--- config.mk ---
export PLATFORM = sky130hd
export DESIGN_NAME = tl_intersection_scheduler
export DESIGN_NICKNAME = d
export VERILOG_FILES = /design/src/rtl/tl_pkg.sv /design/src/rtl/tl_phase_timer.sv /design/src/rtl/tl_intersection_scheduler.sv
export SDC_FILE = /design/constraint.sdc
export NUM_CORES = 1
export LEC_CHECK = 0
export BUFFER_PORTS_ARGS = -buffer_cell sky130_fd_sc_hd__clkbuf_2
export CORE_MARGIN = 2
export CORE_UTILIZATION = 45
export CTS_BUF_LIST = sky130_fd_sc_hd__clkbuf_2
export DETAILED_ROUTE_END_ITERATION = 10
export PLACE_DENSITY = 0.77
export SLEW_MARGIN = 20
export SYNTH_ARGS = -nofsm -noshare
export SYNTH_HDL_FRONTEND = slang
export SYNTH_SLANG_ARGS = --single-unit
--- constraint.sdc ---
create_clock -name clk -period 3.5 [get_ports clk]
set_input_delay 1.05 -clock clk [delete_from_list [all_inputs] [get_ports clk]]
set_output_delay 1.05 -clock clk [all_outputs]
set_load 0.005 [all_outputs]
--- src/rtl/tl_pkg.sv ---
// Shared types and constants for the intersection scheduler: state codes, lamp encodings and
// default phase durations (in ticks).
package tl_pkg;

  typedef enum logic [2:0] {
    StAllRed = 3'd0,
    StNsG    = 3'd1,
    StNsY    = 3'd2,
    StEwG    = 3'd3,
    StEwY    = 3'd4,
    StWalk   = 3'd5
  } state_e;

  localparam logic [2:0] LAMP_RED = 3'b100;
  localparam logic [2:0] LAMP_YEL = 3'b010;
  localparam logic [2:0] LAMP_GRN = 3'b001;

  localparam int unsigned DEF_T_GREEN_MIN = 10;
  localparam int unsigned DEF_T_GREEN_MAX = 30;
  localparam int unsigned DEF_T_YELLOW    = 3;
  localparam int unsigned DEF_T_ALLRED    = 2;
  localparam int unsigned DEF_T_WALK      = 8;

  // Returns {ns_light, ew_light, walk}; anything not a legal phase shows all red.
  function automatic logic [6:0] lamp_decode(input state_e s);
    unique case (s)
      StNsG:   lamp_decode = {LAMP_GRN, LAMP_RED, 1'b0};
      StNsY:   lamp_decode = {LAMP_YEL, LAMP_RED, 1'b0};
      StEwG:   lamp_decode = {LAMP_RED, LAMP_GRN, 1'b0};
      StEwY:   lamp_decode = {LAMP_RED, LAMP_YEL, 1'b0};
      StWalk:  lamp_decode = {LAMP_RED, LAMP_RED, 1'b1};
      default: lamp_decode = {LAMP_RED, LAMP_RED, 1'b0};
    endcase
  endfunction

endpackage

--- src/rtl/tl_phase_timer.sv ---
// Tick counter for the current phase: counts enabled ticks, clears synchronously and holds at
// a caller-supplied saturation value.
module tl_phase_timer #(
  parameter int unsigned CW = 6
) (
  input  logic          clk,
  input  logic          rst,
  input  logic          tick,
  input  logic          clr,
  input  logic [CW-1:0] sat,
  output logic [CW-1:0] cnt
);

  logic [CW-1:0] cnt_q;

  always_ff @(posedge clk) begin
    if (rst || clr) begin
      cnt_q <= '0;
    end else if (tick && (cnt_q < sat)) begin
      cnt_q <= cnt_q + 1'b1;
    end
  end

  assign cnt = cnt_q;

endmodule

--- src/rtl/tl_intersection_scheduler.sv ---
// Actuated NS/EW intersection scheduler with a latched pedestrian walk phase; lamps and debug
// phase are registered from the next state so they change on the same edge as the state.
module tl_intersection_scheduler
  import tl_pkg::*;
#(
  parameter int unsigned T_GREEN_MIN = DEF_T_GREEN_MIN,
  parameter int unsigned T_GREEN_MAX = DEF_T_GREEN_MAX,
  parameter int unsigned T_YELLOW    = DEF_T_YELLOW,
  parameter int unsigned T_ALLRED    = DEF_T_ALLRED,
  parameter int unsigned T_WALK      = DEF_T_WALK,
  parameter int unsigned CW          = 6
) (
  input  logic       clk,
  input  logic       rst,
  input  logic       tick,
  input  logic       req_ns,
  input  logic       req_ew,
  input  logic       ped_req,
  output logic [2:0] ns_light,
  output logic [2:0] ew_light,
  output logic       walk,
  output logic       ped_ack,
  output logic [2:0] phase
);

  localparam logic [CW-1:0] GMinM1   = CW'(T_GREEN_MIN - 1);
  localparam logic [CW-1:0] GMaxM1   = CW'(T_GREEN_MAX - 1);
  localparam logic [CW-1:0] YelM1    = CW'(T_YELLOW - 1);
  localparam logic [CW-1:0] AllRedM1 = CW'(T_ALLRED - 1);
  localparam logic [CW-1:0] WalkM1   = CW'(T_WALK - 1);

  state_e        state_q, state_d;
  logic          last_q, ped_pend_q, after_walk_q;
  logic [CW-1:0] cnt, sat;
  logic          ns_exit, ew_exit, enter_walk, enter_green;

  // A green yields only to real demand: early if its own detector is idle, otherwise at max.
  assign ns_exit = tick && (req_ew || ped_pend_q) &&
                   (((cnt >= GMinM1) && !req_ns) || (cnt >= GMaxM1));
  assign ew_exit = tick && (req_ns || ped_pend_q) &&
                   (((cnt >= GMinM1) && !req_ew) || (cnt >= GMaxM1));

  always_comb begin
    state_d = state_q;
    unique case (state_q)
      StAllRed: begin
        if (tick && (cnt == AllRedM1)) begin
          if (ped_pend_q && !after_walk_q) state_d = StWalk;
          else if (req_ns ^ req_ew)        state_d = req_ns ? StNsG : StEwG;
          else                             state_d = last_q ? StNsG : StEwG;
        end
      end
      StNsG:   if (ns_exit) state_d = StNsY;
      StNsY:   if (tick && (cnt == YelM1)) state_d = StAllRed;
      StEwG:   if (ew_exit) state_d = StEwY;
      StEwY:   if (tick && (cnt == YelM1)) state_d = StAllRed;
      StWalk:  if (tick && (cnt == WalkM1)) state_d = StAllRed;
      default: state_d = StAllRed;
    endcase
  end

  assign enter_walk  = (state_d == StWalk) && (state_q != StWalk);
  assign enter_green = ((state_d == StNsG) || (state_d == StEwG)) && (state_d != state_q);
  // Resting greens hold the counter at max-1 so a late request can still cut in immediately.
  assign sat = ((state_q == StNsG) || (state_q == StEwG)) ? GMaxM1 : '1;

  tl_phase_timer #(
    .CW(CW)
  ) u_timer (
    .clk  (clk),
    .rst  (rst),
    .tick (tick),
    .clr  (state_d != state_q),
    .sat  (sat),
    .cnt  (cnt)
  );

  always_ff @(posedge clk) begin
    if (rst) begin
      state_q      <= StAllRed;
      last_q       <= 1'b1;
      ped_pend_q   <= 1'b0;
      after_walk_q <= 1'b0;
      ns_light     <= LAMP_RED;
      ew_light     <= LAMP_RED;
      walk         <= 1'b0;
      ped_ack      <= 1'b0;
      phase        <= 3'd0;
    end else begin
      state_q <= state_d;
      if ((state_q == StNsY) && (state_d == StAllRed)) last_q <= 1'b0;
      if ((state_q == StEwY) && (state_d == StAllRed)) last_q <= 1'b1;
      if (enter_walk)   ped_pend_q <= 1'b0;
      else if (ped_req) ped_pend_q <= 1'b1;
      if ((state_q == StWalk) && (state_d == StAllRed)) after_walk_q <= 1'b1;
      else if (enter_green)                             after_walk_q <= 1'b0;
      {ns_light, ew_light, walk} <= lamp_decode(state_d);
      ped_ack <= enter_walk;
      phase   <= state_d;
    end
  end

endmodule

==> results.md, run 1 <==
* Outcome: complete, no violations
* RSZ-0062 raised after global routing: false
* Synth-to-Final Area Change at 9.44%
* Top-count cell post-synth: dfxtp_1
* Clk_skew at slightly below 0.003 ns
* Startpoint Class: flip-flop
* Crit path DAT at 2.85 ns
* Root buffer cell: clkbuf_2
* Routed WL at roughly 2.5 mm
* Power share of the clock group at about a fifth
* Combinational share of power at a little under a quarter
* Largest net degree at the start of global routing at 14
* Inserted Clock Buffers at 3
* Routed WL per cell at roughly 14 um
* CP Capture Type: flip-flop
* Initial Util at ~48%
* Tightest Pin Transition at ~0.54 ns
* Cell area after synthesis at about 1200 um^2
* Syn avg cell area at just under 9 um^2
* Cell Int Power at ~320 uW
* Tcrit/Tclk final at 74.8%
* Worst slew margin at between 60% and 70%
* Max_cap viols at 0
* Total grt overflow at 0
* GP Congestion at around 0.91
* Ports at 17
* Die W at approximately 55 um
* Final setup violating endpoints at 0
* Final instance area at ~1300 um^2
* Initial antenna violation count at 0
* Clk buf depth at 2
* Final Max Slew Viols at 0
* TritonCTS clock tree: yes
* Number of I/O port buffers at 16
* Fin. Hold Viols at 0
* Ys flop type: dfxtp_1
* FFs w/ async S/R, synth at 0%
* HP Class: flip-flop to flip-flop
* TritonRoute pass-1 iters at 4
* Kind of critical path: flip-flop to flip-flop
* Vias in the first global route at around 990
* Post-Route Setup TNS at 0 ns
* Synth cell count leaders: 20 x dfxtp_1, 19 x nor2_1, 9 x inv_1
* Share of cells above drive strength 1 at a little over a fifth
* Die footprint at roughly 3000 um^2
* Row count at 18
* First DRT Iteration DRCs at 57
* Setup slack after layout at approximately 0.9 ns
* Synth unique cells at 50
* Top post-synthesis cells by area: dfxtp_1 34%, ha_1 6.4%, nor2_1 6.0%
* Clk sink count at 20
* Sw Pwr at between 100 and 150 uW
* Register area share after synthesis at 33.9%
* Max Clk Rate at about 380 MHz
* EDFF count, synth at 0
* Crit path time final at between 2 and 3 ns
* Cell taking the most area after synthesis: dfxtp_1
* Flops & latches, synth at 20
* Cell Pwr Density at approximately 350 nW/um^2
* First-pass GRT wire length at ~4.2 mm
* Post-detail-place hpwl at between 1.5 and 2 mm
* Antenna-violating nets left at 0
* Sequential Power Share at between 50% and 60%
* Post-DP Area at between 1000 and 1500 um^2
* Leak at between 0.0005 and 0.0006 uW
* Core box area at around 2500 um^2
* Antenna cells at 0
* Postcts setup bufs at 0
* Vias at a little over 1000
* Switching Share at between 30% and 40%
* CTS Hold Buffers Added at 0
* Yosys warns at 0
* H-tree level count at 1
* DRC Markers at 0
* Nets at 161
* Vias/cell at roughly 5.8
* Die Y at between 50 and 60 um
* Mapped Nets at 145
* Max VDD drop at roughly 0.23 mV
* Total GRT Usage at between 10% and 20%
* Pre-CTS setup slack at ~0.60 ns
* Crit Path Max Fanout at 7
* Synth Instances at 133
* Post_cts resized at 0
* Clock transition at path regs at 0.18 ns
* Top cell type's share of synthesized area at 33.9%
* WP data required at between 3 and 4 ns
* Clock latency on the worst-skew pair at between 0.3 and 0.4 ns
==> state kept, by name, summed over array words and instances (netlist names) <==
name          cells
u_timer.cnt       6
ew_light          3
ns_light          3
state_q           3
after_walk_q      1
last_q            1
ped_ack           1
ped_pend_q        1
walk              1
==> power by group through the flow <==
stage                     combinational, uW  sequential [uW]  clock, uW
after floorplan                        81.2              256          0
after global placement                  103              261          0
after detailed placement                106              261          0
after CTS                               106              257       97.6
after global routing                    119              259        109
final                                   106              257       94.0
==> critical path, cell delays in order (launching register included) <==
cell and delay (ns):
dfxtp_1 0.50, ha_1 0.32, or4b_2 0.60, nor3_1 0.27
nor3b_2 0.32, nor4_4 0.09, xnor2_1 0.14, or3_1 0.30
==> cells in the final DEF, fill, tap and decap left out, drive strengths merged, types with 3 or more instances in the layout <==
master / instances
ha: 6
a211oi: 3
o21ai: 6
xor2: 3
nand3: 4
nor3: 5
clkbuf: 19
nand2: 7
dfxtp: 20
inv: 9
nand4: 3
a21o: 4
nor2: 19
and3: 3
xnor2: 3
==> path summary, 6_finish.rpt <==
kind                   to  slack [ns]  depth (start not counted)      startpoint
max           ns_light[2]        0.88                          7  u_timer.cnt[0]
min          after_walk_q        0.55                          2    after_walk_q
max reg2reg   ns_light[2]        0.88                          7  u_timer.cnt[0]
min reg2reg  after_walk_q        0.55                          2    after_walk_q
==> layout make-up <==
class,instances,area (um^2)
clock buffer,3,15.0
clock inverter,1,3.75
fill,249,1190
inverter,9,33.8
multi-input combinational,98,713
sequential,20,400
tap,30,37.5
timing repair buffer,17,87.6
==> layer usage <==
metal	GRT usage, %	vias to the layer above	share of wire (%)
met4	3.48	0	0.75
met3	5.15	4	6.4
met5	0	-	0
li1	-	507	-
met1	19.2	481	42
met2	31.5	40	50
==> metrics by stage <==
step | hold slack [ns] | total power, uW | utilization (%) | std cells
2_1_floorplan | 0.485 | 338 | - | 133
3_3_place_gp | 0.501 | 363 | 51.4 | 174
3_5_place_dp | 0.531 | 367 | 51.4 | 174
4_1_cts | 0.555 | 461 | 52.1 | 178
5_1_grt | 0.593 | 488 | 52.1 | 178
6_report | 0.549 | 457 | 52.1 | 178
==> cells by family (layout without fill, tap and decap cells) <==
family                     count (synthesis)  count (layout)  share of synthesized area (%)
and+or+nand+nor                           58              58                           30.3
muxes                                      1               1                          0.848
buffers and inverters                     15              30                           5.62
AOI/OAI and AO/OA                         26              26                           17.6
xor gates and xnor gates                   6               6                           4.45
DFF                                       20              20                           33.9
adders and majority gates                  7               7                           7.21
(Power assumes the default switching activity.)
==> run 2, diff against run 1 <==
--- a/config.mk
+++ b/config.mk
@@ -5,12 +5,13 @@
 export SDC_FILE = /design/constraint.sdc
 export NUM_CORES = 1
 export LEC_CHECK = 0
+export ABC_AREA = 1
 export BUFFER_PORTS_ARGS = -buffer_cell sky130_fd_sc_hd__clkbuf_2
 export CORE_MARGIN = 2
 export CORE_UTILIZATION = 45
 export CTS_BUF_LIST = sky130_fd_sc_hd__clkbuf_2
 export DETAILED_ROUTE_END_ITERATION = 10
-export PLACE_DENSITY = 0.77
+export PLACE_DENSITY = 0.79
 export SLEW_MARGIN = 20
 export SYNTH_ARGS = -nofsm -noshare
 export SYNTH_HDL_FRONTEND = slang
==> constraint.sdc (replaced) <==
create_clock -name clk -period 2.2 [get_ports clk]
set_input_delay 0.66 -clock clk [delete_from_list [all_inputs] [get_ports clk]]
set_output_delay 0.66 -clock clk [all_outputs]
set_load 0.005 [all_outputs]
==> run 2 against run 1 <==
Critical path depth is 5 higher; largest power group unchanged; cell area grew 15%; clock power increased to 3.0 times the previous value; combinational power up 92%; critical endpoint is now u_timer.cnt[5].
==> results.md, run 2 <==
* Clk buf depth at 2 (unchanged)
* Mapped Nets at 182 (was 145)
* Outcome: complete, no violations (unchanged)
* First DRT Iteration DRCs at 12 (was 57)
* Initial antenna violation count at 0 (unchanged)
* Tcrit/Tclk final at 98.0% (was 74.8%)
* Number of I/O port buffers at 16 (unchanged)
* Row count at 18 (unchanged)
* Post-Route Setup TNS at 0 ns (unchanged)
* Final setup violating endpoints at 0 (unchanged)
* Antenna-violating nets left at 0 (unchanged)
* Most frequent cells in the layout: 29 x inv_1, 28 x nand2_1, 19 x nor2_1, 19 x clkbuf_2, 17 x dfxtp_1 (was 20 x dfxtp_1, 19 x nor2_1, 19 x clkbuf_2)
* Post-detail-place hpwl at 1.95 mm (was 1.98 mm)
* TritonRoute pass-1 iters at 4 (unchanged)
* Kind of critical path: flip-flop to flip-flop (unchanged)
* Inserted Clock Buffers at 3 (unchanged)
* Die footprint at 3160 um^2 (was 3050 um^2)
* Die Y at 56.3 um (was 55.2 um)
* Clock latency on the worst-skew pair at 0.33 ns (was 0.32 ns)
* Startpoint Class: flip-flop (unchanged)
* H-tree level count at 1 (unchanged)
* Total grt overflow at 0 (unchanged)
* Routed WL per cell at 11.3 um (was 14.3 um)
* Crit Path Max Fanout at 3 (was 7)
* Max FFs per register at 6 (unchanged)
* TritonCTS clock tree: yes (unchanged)
* Synth cell count leaders: 30 x inv_1, 28 x nand2_1, 20 x dfxtp_1 (was 20 x dfxtp_1, 19 x nor2_1, 9 x inv_1)
* CTS Hold Buffers Added at 0 (unchanged)
* Post-DP Area at 1400 um^2 (was 1270 um^2)
* Crit path time final at 2.16 ns (was 2.62 ns)
* Largest net degree at the start of global routing at 13 (was 14)
* Routed WL at 2.57 mm (was 2.54 mm)
* Vias in the first global route at 1001 (was 985)
* Commonest non-fill, non-tap cell in the layout: inv_1 (was dfxtp_1)
* Worst slew margin at 79.5% (was 64.2%)
* DRC Markers at 0 (unchanged)
* Fin. Hold Viols at 0 (unchanged)
* Combinational share of power at 23.2% (about the same)
* # fillers at 233 (was 249)
* Share of cells above drive strength 1 at 34.5% (was 20.9%)
* Top cell type's share of synthesized area at 32.6% (was 33.9%)
* Overall Power at 872 uW (was 457 uW)
* Ys flop type: dfxtp_1 (unchanged)
* Flops & latches, synth at 20 (unchanged)
* Synth-to-Final Area Change at 21.2% (was 9.44%)
* Final Max Slew Viols at 0 (unchanged)
* Max Clk Rate at 464 MHz (was 382 MHz)
* FFs w/ async S/R, synth at 0% (unchanged)
* Cell taking the most area after synthesis: dfxtp_1 (unchanged)
* Synth Instances at 170 (was 133)
* Register area share after synthesis at 32.6% (was 33.9%)
* Cell Int Power at 613 uW (was 316 uW)
* Max VDD drop at 0.565 mV (was 0.227 mV)
* Total GRT Usage at 15.9% (was 17.1%)
* GP Congestion at 0.813 (was 0.909)
* Die W at 56.3 um (was 55.2 um)
* Top post-synthesis cells by area: dfxtp_1 33%, inv_1 9.2%, nand2_1 8.6% (was dfxtp_1 34%, ha_1 6.4%, nor2_1 6.0%)
* Core box area at 2520 um^2 (was 2480 um^2)
* Clk_skew at 0.0162 ns (was 0.00293 ns)
* Cell area after synthesis at 1230 um^2 (was 1180 um^2)
* Ports at 17 (unchanged)
* Clk sink count at 20 (unchanged)
* Vias at 1108 (was 1032)
* Final instance area at 1490 um^2 (was 1290 um^2)
* Sw Pwr at 260 uW (was 141 uW)
* Nets at 210 (was 161)
* Vias/cell at 4.88 (was 5.80)
* Syn avg cell area at 7.23 um^2 (was 8.87 um^2)
* HP Class: flip-flop to flip-flop (unchanged)
* WP data required at 2.44 ns (was 3.73 ns)
* Crit path DAT at 2.40 ns (was 2.85 ns)
* EDFF count, synth at 0 (unchanged)
* CP Capture Type: flip-flop (unchanged)
* Tightest Pin Transition at 0.305 ns (was 0.537 ns)
* Leak at 0.000724 uW (was 0.000595 uW)
* Power share of the clock group at 31.8% (was 20.6%)
* Root buffer cell: clkbuf_2 (unchanged)
* Antenna cells at 0 (unchanged)
* Synth unique cells at 27 (was 50)
* Clock transition at path regs at 0.21 ns (was 0.18 ns)
* Yosys warns at 0 (unchanged)
* First-pass GRT wire length at 4.06 mm (was 4.22 mm)
* Top-count cell post-synth: inv_1 (was dfxtp_1)
* Switching Share at 29.8% (was 30.9%)
* Sequential Power Share at 45.0% (was 56.2%)
* Finished Core Util at 59.0% (was 52.1%)
* Max_cap viols at 0 (unchanged)
* Initial Util at 48.7% (was 47.6%)
* Cell Pwr Density at 586 nW/um^2 (was 354 nW/um^2)
## run 2: cell types whose count changed in the layout (fill, tap and decap cells not counted), sizes merged, moves of 7 or more
cell	before	now
inv	9	33
nor2	19	26
buf	1	8
nand2	7	36
nand3	4	14
a21oi	1	10
## run 2: worst paths after layout
| path | start | end | slack (ns) | cells after the start |
|---|---|---|---|---|
| worst max-delay path | state_q[1] | u_timer.cnt[5] | 0.04 | 12 |
| worst min-delay path | after_walk_q | after_walk_q | 0.50 | 2 |
| worst max register to register | state_q[1] | u_timer.cnt[5] | 0.04 | 12 |
| worst min register to register | after_walk_q | after_walk_q | 0.50 | 2 |
## run 2: cell families after synthesis
logic type	share of synthesized area [%]
buffers and inverters	11.1
adders and majority gates	6.11
and+or+nand+nor	40.0
DFF	32.6
xor gates and xnor gates	2.14
AOI/OAI and AO/OA	8.04
## run 2: critical path, cell delays in order, from the launching register on
cell and delay (ns):
dfxtp_2 0.39, inv_2 0.05, nor3_4 0.25, or2_4 0.18
ha_4 0.19, a21oi_2 0.12, nand3b_1 0.11, nand3_1 0.11
inv_1 0.11, nand4_1 0.14, nor3_2 0.24, xnor2_1 0.14
nor2_1 0.05
## run 2: stage by stage
step	setup WS, ns	cells	hold slack (ns)
finish	0.0434	227	0.496
global route	-0.0603	227	0.517
CTS	0.0106	226	0.503
detailed placement	0.0750	222	0.471
global placement	0.135	222	0.463
floorplan	0.0101	170	0.446
## run 2: what timing repair did
item | in CTS | in global routing
setup endpoints to repair | 0 | 3
buffers inserted | 0 | 1
resized for setup | 0 | 11
## run 2: per-layer routing
layer	vias to the layer above	global-route usage, %	share of wire (%)
met5	-	0	0
met4	0	3.40	0.35
met3	2	3.69	3.9
met2	17	28.9	53
met1	505	19.0	43
li1	584	-	-
## run 2: final cells by class
cell class	instances	area (um^2)	area share (%)
timing repair buffer	24	140	9.41
clock inverter	1	30.0	2.02
clock buffer	3	15.0	1.01
multi-input combinational	115	727	48.8
inverter	34	135	9.08
tap	30	37.5	2.52
sequential	20	404	27.1
## run 2: power groups by stage
stage                     logic [uW]  clock network, uW  registers (uW)
after global routing             228                301             395
after global placement           191                  0             397
after detailed placement         193                  0             397
after CTS                        194                283             390
final                            203                278             392
after floorplan                  135                  0             400
